<file path="src/rtl/sub_div_ctrl.sv">
// sub_div_ctrl: sequential restoring-division controller.
// Accepts a dividend/divisor pair on start and runs WIDTH trial subtractions,
// one per clock, on a WIDTH+1-bit ripple subtractor (a - b - borrow_in).
// It then registers quotient/remainder and pulses done for one cycle.
// Divide-by-zero completes in one cycle with quotient all ones and
// remainder equal to the dividend.
// Optional feature macro: SUB_DIV_SIGNED_EN (two's-complement operands;
// magnitudes are divided and the result signs are fixed up at registration).
module sub_div_ctrl #(
  parameter int WIDTH = 8
) (
  input  logic             clk,
  input  logic             rst_n,
  input  logic             start,
  input  logic [WIDTH-1:0] dividend,
  input  logic [WIDTH-1:0] divisor,
  output logic             busy,
  output logic             done,
  output logic [WIDTH-1:0] quotient,
  output logic [WIDTH-1:0] remainder,
  output logic             div_by_zero
);

  localparam int CW = $clog2(WIDTH + 1);
  localparam logic [WIDTH-1:0] ONE = {{(WIDTH-1){1'b0}}, 1'b1};

  typedef enum logic [1:0] {
    IDLE = 2'd0,
    BUSY = 2'd1,
    DONE = 2'd2
  } state_t;

  state_t           state_q, state_d;
  logic [WIDTH:0]   p_q, p_d;          // partial remainder
  logic [WIDTH-1:0] q_q, q_d;          // dividend / quotient shift register
  logic [WIDTH-1:0] d_q, d_d;          // divisor
  logic [CW-1:0]    cnt_q, cnt_d;      // remaining steps
  logic [WIDTH-1:0] quotient_q, quotient_d;
  logic [WIDTH-1:0] remainder_q, remainder_d;
  logic             dbz_q, dbz_d;

`ifdef SUB_DIV_SIGNED_EN
  logic             neg_quot_q, neg_quot_d;  // operand signs differed
  logic             neg_rem_q, neg_rem_d;    // dividend was negative

  function automatic logic [WIDTH-1:0] negate(input logic [WIDTH-1:0] x);
    return (~x) + ONE;
  endfunction
`endif

  // ---------------------------------------------------------------------
  // Trial-subtraction datapath: T - {0,D} with borrow_in = 0.
  // ---------------------------------------------------------------------
  logic [WIDTH:0]   t_vec;
  logic [WIDTH:0]   s_vec;
  logic [WIDTH:0]   diff;
  logic [WIDTH+1:0] brw;
  logic             borrow_out;
  logic [WIDTH:0]   p_next;
  logic [WIDTH-1:0] q_next;

  // The restored/difference value always stays below the divisor, so the
  // top bit of P never reaches the next trial operand.
  logic             unused_p_msb;
  assign unused_p_msb = p_q[WIDTH];

  assign t_vec  = {p_q[WIDTH-1:0], q_q[WIDTH-1]};
  assign s_vec  = {1'b0, d_q};
  assign brw[0] = 1'b0;

  genvar gi;
  generate
    for (gi = 0; gi <= WIDTH; gi++) begin : g_sub
      assign diff[gi]    = t_vec[gi] ^ s_vec[gi] ^ brw[gi];
      assign brw[gi + 1] = (~t_vec[gi] & s_vec[gi]) |
                           (~(t_vec[gi] ^ s_vec[gi]) & brw[gi]);
    end
  endgenerate

  assign borrow_out = brw[WIDTH+1];

  // Restore on borrow, otherwise keep the difference; shift in the quotient bit.
  always_comb begin
    p_next = borrow_out ? t_vec : diff;
    q_next = {q_q[WIDTH-2:0], ~borrow_out};
  end

  // ---------------------------------------------------------------------
  // Operand conditioning at load and result conditioning at completion.
  // ---------------------------------------------------------------------
  logic [WIDTH-1:0] dvd_load;
  logic [WIDTH-1:0] dvs_load;
  logic [WIDTH-1:0] quot_res;
  logic [WIDTH-1:0] rem_res;

  // Magnitudes go into the iteration; sign fix-up is applied to the results.
  always_comb begin
`ifdef SUB_DIV_SIGNED_EN
    dvd_load = dividend[WIDTH-1] ? negate(dividend) : dividend;
    dvs_load = divisor[WIDTH-1]  ? negate(divisor)  : divisor;
    quot_res = neg_quot_q ? negate(q_next) : q_next;
    rem_res  = neg_rem_q  ? negate(p_next[WIDTH-1:0]) : p_next[WIDTH-1:0];
`else
    dvd_load = dividend;
    dvs_load = divisor;
    quot_res = q_next;
    rem_res  = p_next[WIDTH-1:0];
`endif
  end

  // ---------------------------------------------------------------------
  // Control: next-state, operand sequencing and result registration.
  // ---------------------------------------------------------------------
  // All state holds by default; only accepted starts and BUSY steps change it.
  always_comb begin
    state_d     = state_q;
    p_d         = p_q;
    q_d         = q_q;
    d_d         = d_q;
    cnt_d       = cnt_q;
    quotient_d  = quotient_q;
    remainder_d = remainder_q;
    dbz_d       = dbz_q;
`ifdef SUB_DIV_SIGNED_EN
    neg_quot_d  = neg_quot_q;
    neg_rem_d   = neg_rem_q;
`endif
    case (state_q)
      IDLE, DONE: begin
        if (start) begin
          if (divisor == '0) begin
            // No iteration: report immediately.
            state_d     = DONE;
            quotient_d  = '1;
            remainder_d = dividend;
            dbz_d       = 1'b1;
          end else begin
            state_d = BUSY;
            p_d     = '0;
            q_d     = dvd_load;
            d_d     = dvs_load;
            cnt_d   = CW'(WIDTH);
`ifdef SUB_DIV_SIGNED_EN
            neg_quot_d = dividend[WIDTH-1] ^ divisor[WIDTH-1];
            neg_rem_d  = dividend[WIDTH-1];
`endif
          end
        end else if (state_q == DONE) begin
          state_d = IDLE;
        end
      end
      BUSY: begin
        // start is deliberately ignored here.
        p_d   = p_next;
        q_d   = q_next;
        cnt_d = cnt_q - CW'(1);
        if (cnt_q == CW'(1)) begin
          state_d     = DONE;
          quotient_d  = quot_res;
          remainder_d = rem_res;
          dbz_d       = 1'b0;
        end
      end
      default: begin
        state_d = IDLE;
      end
    endcase
  end

  // State and datapath registers; reset abandons any in-flight operation.
  always_ff @(posedge clk or negedge rst_n) begin
    if (!rst_n) begin
      state_q     <= IDLE;
      p_q         <= '0;
      q_q         <= '0;
      d_q         <= '0;
      cnt_q       <= '0;
      quotient_q  <= '0;
      remainder_q <= '0;
      dbz_q       <= 1'b0;
`ifdef SUB_DIV_SIGNED_EN
      neg_quot_q  <= 1'b0;
      neg_rem_q   <= 1'b0;
`endif
    end else begin
      state_q     <= state_d;
      p_q         <= p_d;
      q_q         <= q_d;
      d_q         <= d_d;
      cnt_q       <= cnt_d;
      quotient_q  <= quotient_d;
      remainder_q <= remainder_d;
      dbz_q       <= dbz_d;
`ifdef SUB_DIV_SIGNED_EN
      neg_quot_q  <= neg_quot_d;
      neg_rem_q   <= neg_rem_d;
`endif
    end
  end

  // Status flags follow the registered state directly.
  always_comb begin
    busy        = (state_q == BUSY);
    done        = (state_q == DONE);
    quotient    = quotient_q;
    remainder   = remainder_q;
    div_by_zero = dbz_q;
  end

endmodule
</file>
<file path="config.mk">
export PLATFORM = sky130hd
export DESIGN_NAME = sub_div_ctrl
export DESIGN_NICKNAME = d
export VERILOG_FILES = /design/src/rtl/sub_div_ctrl.sv
export SDC_FILE = /design/constraint.sdc
export NUM_CORES = 1
export LEC_CHECK = 0
export BUFFER_PORTS_ARGS = -buffer_cell sky130_fd_sc_hd__clkbuf_2
export CORE_ASPECT_RATIO = 0.6
export CORE_UTILIZATION = 45
export CTS_BUF_LIST = sky130_fd_sc_hd__clkbuf_16
export CTS_CLUSTER_SIZE = 20
export DETAILED_ROUTE_END_ITERATION = 12
export HOLD_SLACK_MARGIN = 0.03
export PLACE_DENSITY = 0.73
export SLEW_MARGIN = 20
export SYNTH_ARGS = -nofsm -noshare
export SYNTH_HDL_FRONTEND = slang
export SYNTH_SLANG_ARGS = --single-unit
</file>
<file path="constraint.sdc">
create_clock -name clk -period 12.8 [get_ports clk]
set_input_delay 2.56 -clock clk [delete_from_list [all_inputs] [get_ports clk]]
set_output_delay 2.56 -clock clk [all_outputs]
set_load 0.01 [all_outputs]
</file>
### Yosys cells after proc, flatten, opt, wreduce, memory -nomap -nowiden

Cells that the tools add are included.

| storage, ports and cells | value |
|---|---|
| bits in registers | 47 |
| input port bits | 19 |
| output and inout bits | 19 |
| word-level logic and storage cells | 108 |

| operators by class | value |
|---|---|
| $add $sub $neg | 1 |
| eq/ne operators | 8 |
| multiplexer cells | 27 |
| bitwise gates (word level) | 56 |
| reductions and logical operators | 8 |

Operator list:

| kind | number |
|---|---|
| two-way mux 8 bit | 11 |
| case mux 8 bit (2 select lines) | 4 |
| inverter 1 bit | 18 |
| AND 1 bit | 16 |
| XOR 1 bit | 15 |
| zero test 8 bit | 1 |
| two-way mux 2 bit | 4 |
| two-way mux 4 bit | 2 |
| case mux 4 bit (2 select lines) | 1 |
| bitwise OR 1 bit | 7 |
| inequality test 2 bit (second input constant) | 3 |
| AND reduction 3 bit | 2 |
| == test 4 x 1 -> 1 bit (second input constant) | 1 |
| case mux 2 bit (2 select lines) | 1 |
| AND reduction 4 bit | 1 |
| subtractor 4 x 1 -> 4 bit (second input constant) | 1 |
| two-way mux 1 bit | 3 |
| inequality test 3 bit (second input constant) | 1 |
| == test 2 x 1 -> 1 bit (second input constant) | 1 |
| == test 2 bit (second input constant) | 1 |
| zero test 2 bit | 1 |
| inequality test 2 x 1 -> 1 bit (second input constant) | 1 |
| case mux 1 bit (2 select lines) | 1 |
| AND reduction 2 bit | 1 |
| other kinds (2) | 2 |

### Longest topological paths before layout

Gate-level depths: netlist of the first run.

| depth | value |
|---|---|
| depth after elaboration | 20 |
| depth in mapped cells | 14 |
| gate-level depth less buffers | 13 |

### Worst setup path after synthesis of the first run

No wires, ideal clock.

| timing path | value |
|---|---|
| path type | register to register |
| from | reg q_q[7] |
| to | reg remainder_q[0] (netlist: remainder[0]) |
| data arrival time | 4.116 ns |
| data required time | 12.736 ns |
| slack | 8.619 ns |
| cell stages (with the launch flop) | 15 |
| path buffers | 1 |
| clock period less this slack | 4.181 ns |
| cell sequence | dfrtp_1 -> inv_1 -> ha_1 -> fa_1 -> fa_1 -> fa_1 -> fa_1 -> fa_1 -> fa_1 -> fa_1 -> nand2b_1 -> buf_2 -> mux2_2 -> o21ai_0 -> mux2_2 |

| between the ends | value |
|---|---|
| longest elaborated chain between the ends | 20 |
| elaborated cells on any way between the ends | 21 |
| those cells by class | mux: 3; bitwise: 18 |

Ends and longest elaborated chain:

| element | RTL line | text |
|---|---|---|
| from (decl) | 35 | `logic [WIDTH-1:0] q_q, q_d;` |
| from (signal assigned) | 188 | `q_q <= q_d;` |
| inverter 1 bit | 75 | `assign brw[gi + 1] = (~t_vec[gi] & s_vec[gi]) \|` |
| AND 1 bit | 75 |  |
| AND 1 bit | 76 | `(~(t_vec[gi] ^ s_vec[gi]) & brw[gi]);` |
| bitwise OR 1 bit | 75 |  |
| AND 1 bit | 76 |  |
| bitwise OR 1 bit | 75 |  |
| AND 1 bit | 76 |  |
| bitwise OR 1 bit | 75 |  |
| (+4 left out) | n/a |  |
| AND 1 bit | 76 |  |
| bitwise OR 1 bit | 75 |  |
| AND 1 bit | 76 |  |
| bitwise OR 1 bit | 75 |  |
| AND 1 bit | 76 |  |
| two-way mux 8 bit * | 84 | `p_next = borrow_out ? t_vec : diff;` |
| two-way mux 8 bit * | 157 | `if (cnt_q == CW'(1)) begin` |
| case mux 8 bit (2 select lines) * | 128 | `case (state_q)` |
| to (signal assigned) | 192 | `remainder_q <= remainder_d;` |
| to (decl) | 39 | `logic [WIDTH-1:0] remainder_q, remainder_d;` |

Every way passes the cells marked *; elsewhere a longest branch is shown, timed or not. The select of a mux whose other input is x is not followed.
A chain may end at the register's enable or synchronous reset.

### Worst setup path after layout of the first run

| timing path | value |
|---|---|
| from | reg q_q[7] |
| to | reg remainder_q[2] (netlist: remainder[2]) |

| between the ends | value |
|---|---|
| longest elaborated chain between the ends | 20 |
| elaborated cells on any way between the ends | 21 |
| those cells by class | mux: 3; bitwise: 18 |

Ends and longest elaborated chain:

| element | RTL line |
|---|---|
| inverter 1 bit * | 75 |
| AND 1 bit * | 75 |
| AND 1 bit * | 76 |
| bitwise OR 1 bit * | 75 |
| AND 1 bit | 76 |
| bitwise OR 1 bit | 75 |
| AND 1 bit | 76 |
| bitwise OR 1 bit | 75 |
| (+4 left out) | n/a |
| AND 1 bit | 76 |
| bitwise OR 1 bit | 75 |
| AND 1 bit | 76 |
| bitwise OR 1 bit | 75 |
| AND 1 bit | 76 |
| two-way mux 8 bit * | 84 |
| two-way mux 8 bit * | 157 |
| case mux 8 bit (2 select lines) * | 128 |

Marked as above.

==> results of run 1 <==
## power groups by stage
stage	clock (mW)	combinational (mW)	sequential, mW
6_report	0.128	0.383	0.278
3_3_place_gp	0	0.372	0.276
5_1_grt	0.137	0.440	0.289
2_1_floorplan	0	0.270	0.279
4_1_cts	0.131	0.387	0.278
3_5_place_dp	0	0.386	0.280
## metal layers
metal  GRT usage, %  up-vias
met1           32.7      806
met2           30.0       52
met5              0        -
li1               -      803
met3           5.47        7
met4           5.93        0
## worst paths after layout
path	cells after the start	to	from	slack [ns]
setup / recovery	13	remainder[2]	q_q[7]	8.25
hold / removal	1	p_q[1]	p_q[1]	0.48
setup reg to reg	13	remainder[2]	q_q[7]	8.25
hold reg to reg	1	p_q[1]	p_q[1]	0.48
max in group asynchronous	2	remainder[0]	rst_n	10.04
min in group asynchronous	2	cnt_q[2]	rst_n	2.37
## state kept, by name, indices dropped and copies added, names as in the netlist
| register | cells |
|---|---|
| cnt_q | 4 |
| d_q | 8 |
| div_by_zero | 1 |
| p_q | 8 |
| q_q | 8 |
| quotient | 8 |
| remainder | 8 |
| state_q | 2 |
## area by class of cell
type | count | area [um^2] | share of cell area (%)
clock buffer | 5 | 125 | 4.70
timing repair buffer | 39 | 200 | 7.52
multi-input combinational | 143 | 1000 | 37.6
sequential | 47 | 1180 | 44.2
tap | 63 | 78.8 | 2.96
inverter | 16 | 60.1 | 2.26
clock inverter | 3 | 20.0 | 0.752
## synth_stat cells, drive strengths merged
library cell | number | area (um^2)
nand3 | 5 | 25.0
nor2 | 9 | 33.8
nor4 | 2 | 42.5
nor3b | 8 | 60.1
xnor2 | 1 | 8.76
nand2 | 37 | 141
nor2b | 1 | 6.26
a21oi | 22 | 114
mux2 | 6 | 67.6
a21o | 6 | 46.3
mux2i | 5 | 50.1
o22a | 8 | 80.1
nor3 | 1 | 5.00
dfrtp | 47 | 1180
fa | 7 | 140
a211oi | 5 | 37.5
ha | 3 | 37.5
a211o | 1 | 8.76
inv | 16 | 60.1
nand2b | 3 | 18.8
o21ai | 12 | 71.3
o21a | 1 | 7.51
buf | 5 | 31.3
clkbuf | 5 | 18.8
## worst max-delay path, cell delays in order (launching register included)
cell and delay (ns):
dfrtp_1 0.35, inv_1 0.06, ha_1 0.21, fa_1 0.38
fa_1 0.40, fa_1 0.41, fa_1 0.41, fa_1 0.39
fa_1 0.39, fa_1 0.46, nand2b_1 0.34, mux2_2 0.40
o21ai_0 0.13, mux2_2 0.17
## placed cells by master, fill, tap and decap left out, types with 2 or more instances in the layout
cell       netlist  final
dfrtp_1         47     47
clkbuf_2         0     37
nand2_1         36     36
a21oi_1         21     21
inv_1           16     16
o21ai_0         10     10
nor2_1           9      9
nor3b_1          8      8
o22a_2           8      8
fa_1             7      7
mux2_2           6      6
a211oi_1         5      5
mux2i_1          5      5
a21o_1           5      5
nand3_1          5      5
clkbuf_16        0      5
nand2b_1         3      3
ha_1             3      3
nor4_4           2      2
buf_4            0      2
## kinds of logic (layout without fill, tap and decap cells)
| logic type | count (synthesis) | count (layout) | share of synthesized area (%) |
|---|---|---|---|
| DFF | 47 | 47 | 51.4 |
| adders and majority gates | 10 | 10 | 7.76 |
| buffers and inverters | 26 | 63 | 4.81 |
| xor gates and xnor gates | 1 | 1 | 0.383 |
| muxes | 11 | 11 | 5.14 |
| AOI/OAI and AO/OA | 55 | 55 | 16.0 |
| and+or+nand+nor | 66 | 66 | 14.5 |
==> flow_summary_export.csv, run 1 <==
group,metric,value,unit
clocking,cts_hold_buffers,0,
sta,setup_ws,8.25,ns
sta,fin_crit,4.55,ns
sta,skew,0.00670,ns
hold_path,hold_class,"register to register",
setup_path,cp-start-kind,"register",
power_and_ir_drop,p_switching,324,uW
detailed_routing,drt-met1-wl,2.58,mm
power_and_ir_drop,p_per_area,296,nW/um^2
global_route,grt_pass1_wl,8.56,mm
clocking,post_cts_buffers,0,
floorplan,die_h,57.2,um
power_and_ir_drop,p_total,789,uW
floorplan,rows,19,
synth,synth_nets,245,
setup_path,path_class,"register to register",
clocking,clock-sinks,47,
sta,timing.slew.headroom,46.2,%
detailed_routing,via_per_inst,5.28,
detailed_routing,wl_met2,2.01,mm
layout,final_cells,316,
place,routabilityCongestion,0.829,
layout,antenna-diode-count,0,
layout,final_nets,281,
place,port_buffers,37,
synth,yosysSeqAreaShare,51.4,%
detailed_routing,drt_iter0_drc,68,
floorplan,dieWidth,94.1,um
sta,setup_violations,0,
sta,fin_crit_sh,35.6,%
detailed_routing,top_layer,"met4",
sta,max_slew.worst_pin.slew,0.807,ns
detailed_routing,postRouteAntennaNets,0,
place,place_inst,308,
detailed_routing,dr.pass1.iters,4,
synth,ys_ff_latch,47,
global_route,grt_use_total,21.4,%
power_and_ir_drop,combPwrFrac,48.5,%
floorplan,core-area,4730,um^2
place,hpwlAfterDp,3.48,mm
floorplan,dieArea,5380,um^2
synth,synthCells,216,
sta,holdWs,0.483,ns
synth,synth.distinct_cells,30,
sta,maxClockFrequency,220,MHz
setup_path,cp_max_fo,10,
clocking,cts-root-buf,"clkbuf_16",
global_route,grt-ovfl-total,0,
run,cap_viol_max_count,0,
clocking,clock_latency,0.29,ns
clocking,path_clk_slew,0.06,ns
detailed_routing,route.met3.wl,300,um
setup_path,cp.required,13.03,ns
clocking,cts_buffer_depth,2,
power_and_ir_drop,p_sw_share,41.1,%
sta,hold_viol,0,
power_and_ir_drop,p_int,464,uW
sta,slew_viol_final,0,
layout,fin_util,56.3,%
detailed_routing,wirelength,4.95,mm
global_route,grt_pass1_vias,1719,
global_route,grt_max_degree,48,
clocking,cts.repair.resized,0,
power_and_ir_drop,p_leak,1.26,nW
floorplan,initial_core_util,48.4,%
detailed_routing,wl_per_cell,15.6,um
layout,n_fill_cell,427,
setup_path,arrival,4.78,ns
synth,yosys_warnings,0,
layout,drive_gt1_share,26.1,%
place,dp_slack,8.32,ns
sta,setup_tns,0,ns
sta,rsz0062_at_grt,"false",
clocking,htreeDepth,2,
clocking,cts_inserted_buffers,5,
layout,finalInstanceArea,2660,um^2
setup_path,end_kind,"register",
place,placedInstanceArea,2520,um^2
power_and_ir_drop,clkPwrFrac,16.3,%
power_and_ir_drop,vdd_ir_drop_max,0.119,mV
detailed_routing,remaining_drc_errors,0,
detailed_routing,vias,1668,
floorplan,ios,38,
synth,synthesis.area,2290,um^2
layout,synthToLayoutAreaGrowth,16.3,%
global_route,grt_antenna_before_repair,0,
outcome,status,"finished, final reports clean",
power_and_ir_drop,seq_power_share,35.2,%
clocking,cts_tree,"yes",
synth,syn-mean-instance-area,10.6,um^2
Power figures use the tool's default switching activity.
==> run 2, diff against run 1 <==
==> constraint.sdc (replaced) <==
create_clock -name clk -period 4.6 [get_ports clk]
set_input_delay 0.92 -clock clk [delete_from_list [all_inputs] [get_ports clk]]
set_output_delay 0.92 -clock clk [all_outputs]
set_load 0.01 [all_outputs]
==> flow_summary_export.csv, run 2 (synthesized netlist as in run 1, its figures left out) <==
group,metric,value,unit
outcome,status,"finished, final reports clean",
layout,final_nets,281,
layout,multi_input_area,1010,um^2
sta,fin_crit_sh,95.9,%
floorplan,initial_core_util,48.4,%
clocking,path_clk_slew,0.06,ns
setup_path,cp-start-kind,"register",
detailed_routing,via_per_inst,5.37,
detailed_routing,dr.pass1.iters,4,
clocking,cts_tree,"yes",
setup_path,regToRegSetupSlack,0.19,ns
global_route,grt_use_total,21.0,%
detailed_routing,wl_per_cell,15.6,um
detailed_routing,remaining_drc_errors,0,
sta,max_slew.worst_pin.slew,0.847,ns
detailed_routing,postRouteAntennaNets,0,
clocking,cts_hold_buffers,0,
clocking,cts_buffer_depth,2,
layout,antenna-diode-count,0,
sta,holdWs,0.488,ns
sta,maxClockFrequency,227,MHz
sta,setup_ws,0.190,ns
power_and_ir_drop,p_sw_share,38.8,%
power_and_ir_drop,p_int,1.41,mW
floorplan,ios,38,
sta,rsz0062_at_grt,"false",
floorplan,rows,19,
floorplan,dieWidth,94.1,um
global_route,use_met1,32.5,%
power_and_ir_drop,p_switching,894,uW
setup_path,arrival,4.63,ns
global_route,grt_use_met2,28.5,%
power_and_ir_drop,p_per_area,850,nW/um^2
layout,finalInstanceArea,2710,um^2
power_and_ir_drop,clkPwrFrac,19.9,%
global_route,grt_util_met3,6.13,%
layout,final_cell_mix,"dfrtp_1 (47), clkbuf_2 (37), nand2_1 (36), a21oi_1 (21), inv_1 (17)",
layout,final_common_cell,"dfrtp_1",
sta,setup_violations,0,
global_route,grt_antenna_before_repair,0,
floorplan,dieArea,5380,um^2
place,placedInstanceArea,2520,um^2
global_route,grt_pass1_vias,1697,
place,routabilityCongestion,0.855,
global_route,grt_pass1_wl,8.48,mm
setup_path,cp.required,4.82,ns
layout,n_fill_cell,420,
power_and_ir_drop,vdd_ir_drop_max,0.322,mV
place,dp_slack,0.0766,ns
clocking,cts_inserted_buffers,5,
clocking,htreeDepth,2,
setup_path,end_kind,"register",
run,cap_viol_max_count,0,
floorplan,core-area,4730,um^2
global_route,grt_max_degree,48,
layout,fin_util,57.4,%
sta,setup_tns,0,ns
hold_path,hold_class,"register to register",
floorplan,die_h,57.2,um
place,port_buffers,37,
clocking,cts-root-buf,"clkbuf_16",
sta,skew,0.00766,ns
layout,drive_gt1_share,26.5,%
detailed_routing,vias,1698,
layout,synthToLayoutAreaGrowth,18.6,%
sta,slew_viol_final,0,
clocking,clock-sinks,47,
setup_path,cp_max_fo,10,
global_route,grt-ovfl-total,0,
sta,timing.slew.headroom,43.6,%
power_and_ir_drop,combPwrFrac,46.5,%
setup_path,path_class,"register to register",
clocking,clock_latency,0.28,ns
detailed_routing,wirelength,4.92,mm
global_route,grt.busiest_layer,"met1",
power_and_ir_drop,p_leak,1.29,nW
sta,hold_viol,0,
detailed_routing,drt_iter0_drc,109,
sta,fin_crit,4.41,ns
power_and_ir_drop,seq_power_share,33.6,%
layout,regArea,1180,um^2
place,hpwlAfterDp,3.39,mm
-- run 2: worst paths after layout --
check	depth (start not counted)	endpoint	startpoint
min in group asynchronous	2	remainder[7]	rst_n
max reg2reg	13	remainder[2]	q_q[7]
max	13	remainder[2]	q_q[7]
min reg2reg	1	p_q[1]	p_q[1]
min	1	p_q[1]	p_q[1]
max in group asynchronous	2	q_q[0]	rst_n
-- run 2: power groups by stage --
stage	Combinational [mW]	Clock, mW	Sequential, mW
3_3_place_gp	1.03	0	0.769
4_1_cts	1.07	0.465	0.774
3_5_place_dp	1.06	0	0.775
6_report	1.07	0.458	0.775
2_1_floorplan	0.751	0	0.775
5_1_grt	1.23	0.482	0.802
-- run 2: stage by stage --
step                total power [mW]  cells
floorplan                       1.53    216
global placement                1.80    308
detailed placement              1.84    308
CTS                             2.31    316
global route                    2.52    316
finish                          2.31    316
-- run 2: critical path: stages, from the launching register on --
cell and delay, ns:
dfrtp_1 0.36, inv_1 0.06, ha_1 0.20, fa_1 0.38, fa_1 0.41, fa_1 0.41
fa_1 0.40, fa_1 0.40, fa_1 0.39, fa_1 0.49, nand2b_4 0.18, mux2_2 0.36
o21ai_0 0.13, mux2_2 0.16
-- run 2: routing by layer --
metal  up-vias  routed length [um]
met4         0                  41
li1        803                   -
met3         6                 366
met2        64                1980
met1       825                2530
met5         -                   0
-- run 2: area by class of cell --
| type | count | area share, % |
|---|---|---|
| Timing Repair Buffer | 39 | 7.38 |
| Clock inverter | 3 | 2.35 |
| Sequential cell | 47 | 43.3 |
| Clock buffer | 5 | 4.61 |
| Tap cell | 63 | 2.90 |
| Multi-Input combinational cell | 143 | 37.2 |
| Inverter | 16 | 2.21 |
-- run 2: repair_timing --
action / 4_1_cts / 5_1_grt
setup buffers: 0 / 0
resized for setup: 0 / 2
setup endpoints to repair: 0 / 9
==> run 3, diff against run 2 <==
--- a/config.mk
+++ b/config.mk
@@ -12,7 +12,7 @@
 export CTS_CLUSTER_SIZE = 20
 export DETAILED_ROUTE_END_ITERATION = 12
 export HOLD_SLACK_MARGIN = 0.03
-export PLACE_DENSITY = 0.73
+export PLACE_DENSITY = 0.71
 export SLEW_MARGIN = 20
 export SYNTH_ARGS = -nofsm -noshare
 export SYNTH_HDL_FRONTEND = slang
==> flow_summary_export.csv, run 3 (synthesized netlist as in run 1, its figures left out) <==
group,metric,value,unit
setup_path,end_kind,"register",
global_route,grt_use_total,21.6,%
layout,n_fill_cell,414,
layout,finalInstanceArea,2720,um^2
clocking,clock_latency,0.28,ns
sta,fin_crit_sh,94.9,%
global_route,grt-ovfl-total,0,
floorplan,ios,38,
layout,multi_input_area,1010,um^2
layout,antenna-diode-count,0,
hold_path,min_to,"div_by_zero",
layout,final_nets,281,
sta,holdWs,0.491,ns
setup_path,critPathTopFamily,"adder cells",
clocking,cts_hold_buffers,0,
setup_path,regToRegSetupSlack,0.23,ns
sta,fin_crit,4.37,ns
hold_path,worstHoldStart,"div_by_zero",
detailed_routing,vias,1707,
layout,regArea,1180,um^2
detailed_routing,postRouteAntennaNets,0,
floorplan,dieArea,5380,um^2
hold_path,holdPathStages,1,
clocking,path_clk_slew,0.07,ns
clocking,htreeDepth,2,
floorplan,dieWidth,94.1,um
detailed_routing,dr.pass1.iters,4,
sta,setup_tns,0,ns
clocking,clock-sinks,47,
detailed_routing,wirelength,5.03,mm
global_route,grt_pass1_wl,8.80,mm
clocking,post_cts_buffers,0,
global_route,grt_antenna_before_repair,0,
run,cap_viol_max_count,0,
global_route,grt_max_degree,48,
setup_path,cp-start-kind,"register",
detailed_routing,remaining_drc_errors,0,
global_route,grt_pass1_vias,1763,
place,hpwlAfterDp,3.43,mm
power_and_ir_drop,p_total,2.32,mW
power_and_ir_drop,p_leak,1.29,nW
layout,final_cell_mix,"dfrtp_1 (47), clkbuf_2 (37), nand2_1 (36), a21oi_1 (21), inv_1 (17)",
sta,slew_viol_final,0,
place,routabilityCongestion,0.875,
power_and_ir_drop,p_per_area,854,nW/um^2
detailed_routing,wl_per_cell,15.9,um
floorplan,rows,19,
setup_path,arrival,4.59,ns
sta,skew,0.00661,ns
floorplan,die_h,57.2,um
clocking,cts-root-buf,"clkbuf_16",
detailed_routing,drt_iter0_drc,96,
place,port_buffers,37,
floorplan,initial_core_util,48.4,%
clocking,cts_inserted_buffers,5,
setup_path,crit_top_cell,"fa_1",
clocking,cts_buffer_depth,2,
detailed_routing,via_per_inst,5.40,
layout,drive_gt1_share,26.9,%
layout,synthToLayoutAreaGrowth,18.7,%
layout,final_common_cell,"dfrtp_1",
setup_path,r2r_start,"q_q[7]",
sta,hold_viol,0,
sta,rsz0062_at_grt,"false",
setup_path,path_class,"register to register",
setup_path,worst-path-buf-inv,1,
floorplan,core-area,4730,um^2
sta,max_slew.worst_pin.slew,0.794,ns
power_and_ir_drop,vdd_ir_drop_max,0.391,mV
setup_path,crit_path_top_delay_cell,"fa_1",
setup_path,rr_worst_depth,13,
outcome,status,"finished, final reports clean",
clocking,cts_tree,"yes",
hold_path,hold_class,"register to register",
setup_path,crit_chain,"inv_1 -> ha_1 -> fa_1 -> fa_1 -> fa_1 -> fa_1 -> fa_1 -> fa_1 -> fa_2 -> nand2b_4 -> mux2_2 -> o21ai_0 -> mux2_2",
setup_path,regToRegEndpoint,"remainder[2]",
sta,setup_violations,0,
setup_path,cp_max_fo,10,
place,placedInstanceArea,2520,um^2
sta,timing.slew.headroom,47.0,%
setup_path,cpPeakStageDelay,0.42,ns
setup_path,cp.required,4.82,ns
sta,maxClockFrequency,229,MHz
-- run 3: cell count changes in the layout (fill, tap and decap cells not counted) --
cell / before / now
fa_2: 0 / 1
fa_1: 7 / 6
-- run 3: power breakdown --
group          switching [mW]  internal (mW)
Clock                   0.150          0.309
Combinational           0.605          0.479
Sequential              0.153          0.624
Total                   0.908           1.41
-- run 3: repair_timing --
| action | CTS | global route |
|---|---|---|
| endpoints found under the setup margin | 0 | 11 |
| resized for setup | 0 | 3 |
| hold endpoints to repair | 0 | 0 |
-- run 3: area by class of cell --
| class | count | area share [%] |
|---|---|---|
| Sequential cell | 47 | 43.3 |
| Multi-Input combinational cell | 143 | 37.3 |
| Timing Repair Buffer | 39 | 7.37 |
| Clock buffer | 5 | 4.61 |
| Tap cell | 63 | 2.90 |
| Clock inverter | 3 | 2.35 |
| Inverter | 16 | 2.21 |
-- run 3: stage by stage --
stage | instances | setup WS (ns) | util, %
2_1_floorplan | 216 | 0.419 | -
3_3_place_gp | 308 | 0.204 | 53.2
3_5_place_dp | 308 | 0.0536 | 53.2
4_1_cts | 316 | 0.00765 | 57.2
5_1_grt | 316 | 0.0745 | 57.4
6_report | 316 | 0.234 | 57.4
-- run 3: metal layers --
metal / routed length, um / GRT usage [%] / share of wire, % / vias to the layer above
li1: - / - / - / 800
met1: 2710 / 34.1 / 54 / 852
met2: 2060 / 30.0 / 41 / 49
met3: 223 / 5.33 / 4.4 / 6
met4: 42 / 4.18 / 0.84 / 0
met5: 0 / 0 / 0 / -
-- run 3: worst max-delay path by stage --
stage	startpoint	to	slack, ns	depth (start not counted)
2_1_floorplan	q_q[7]	remainder[2]	0.42	14
3_3_place_gp	q_q[7]	remainder[2]	0.20	13
3_5_place_dp	q_q[7]	remainder[2]	0.05	13
4_1_cts	q_q[7]	remainder[2]	0.008	13
5_1_grt	q_q[7]	remainder[0]	0.07	13
6_report	q_q[7]	remainder[2]	0.23	13
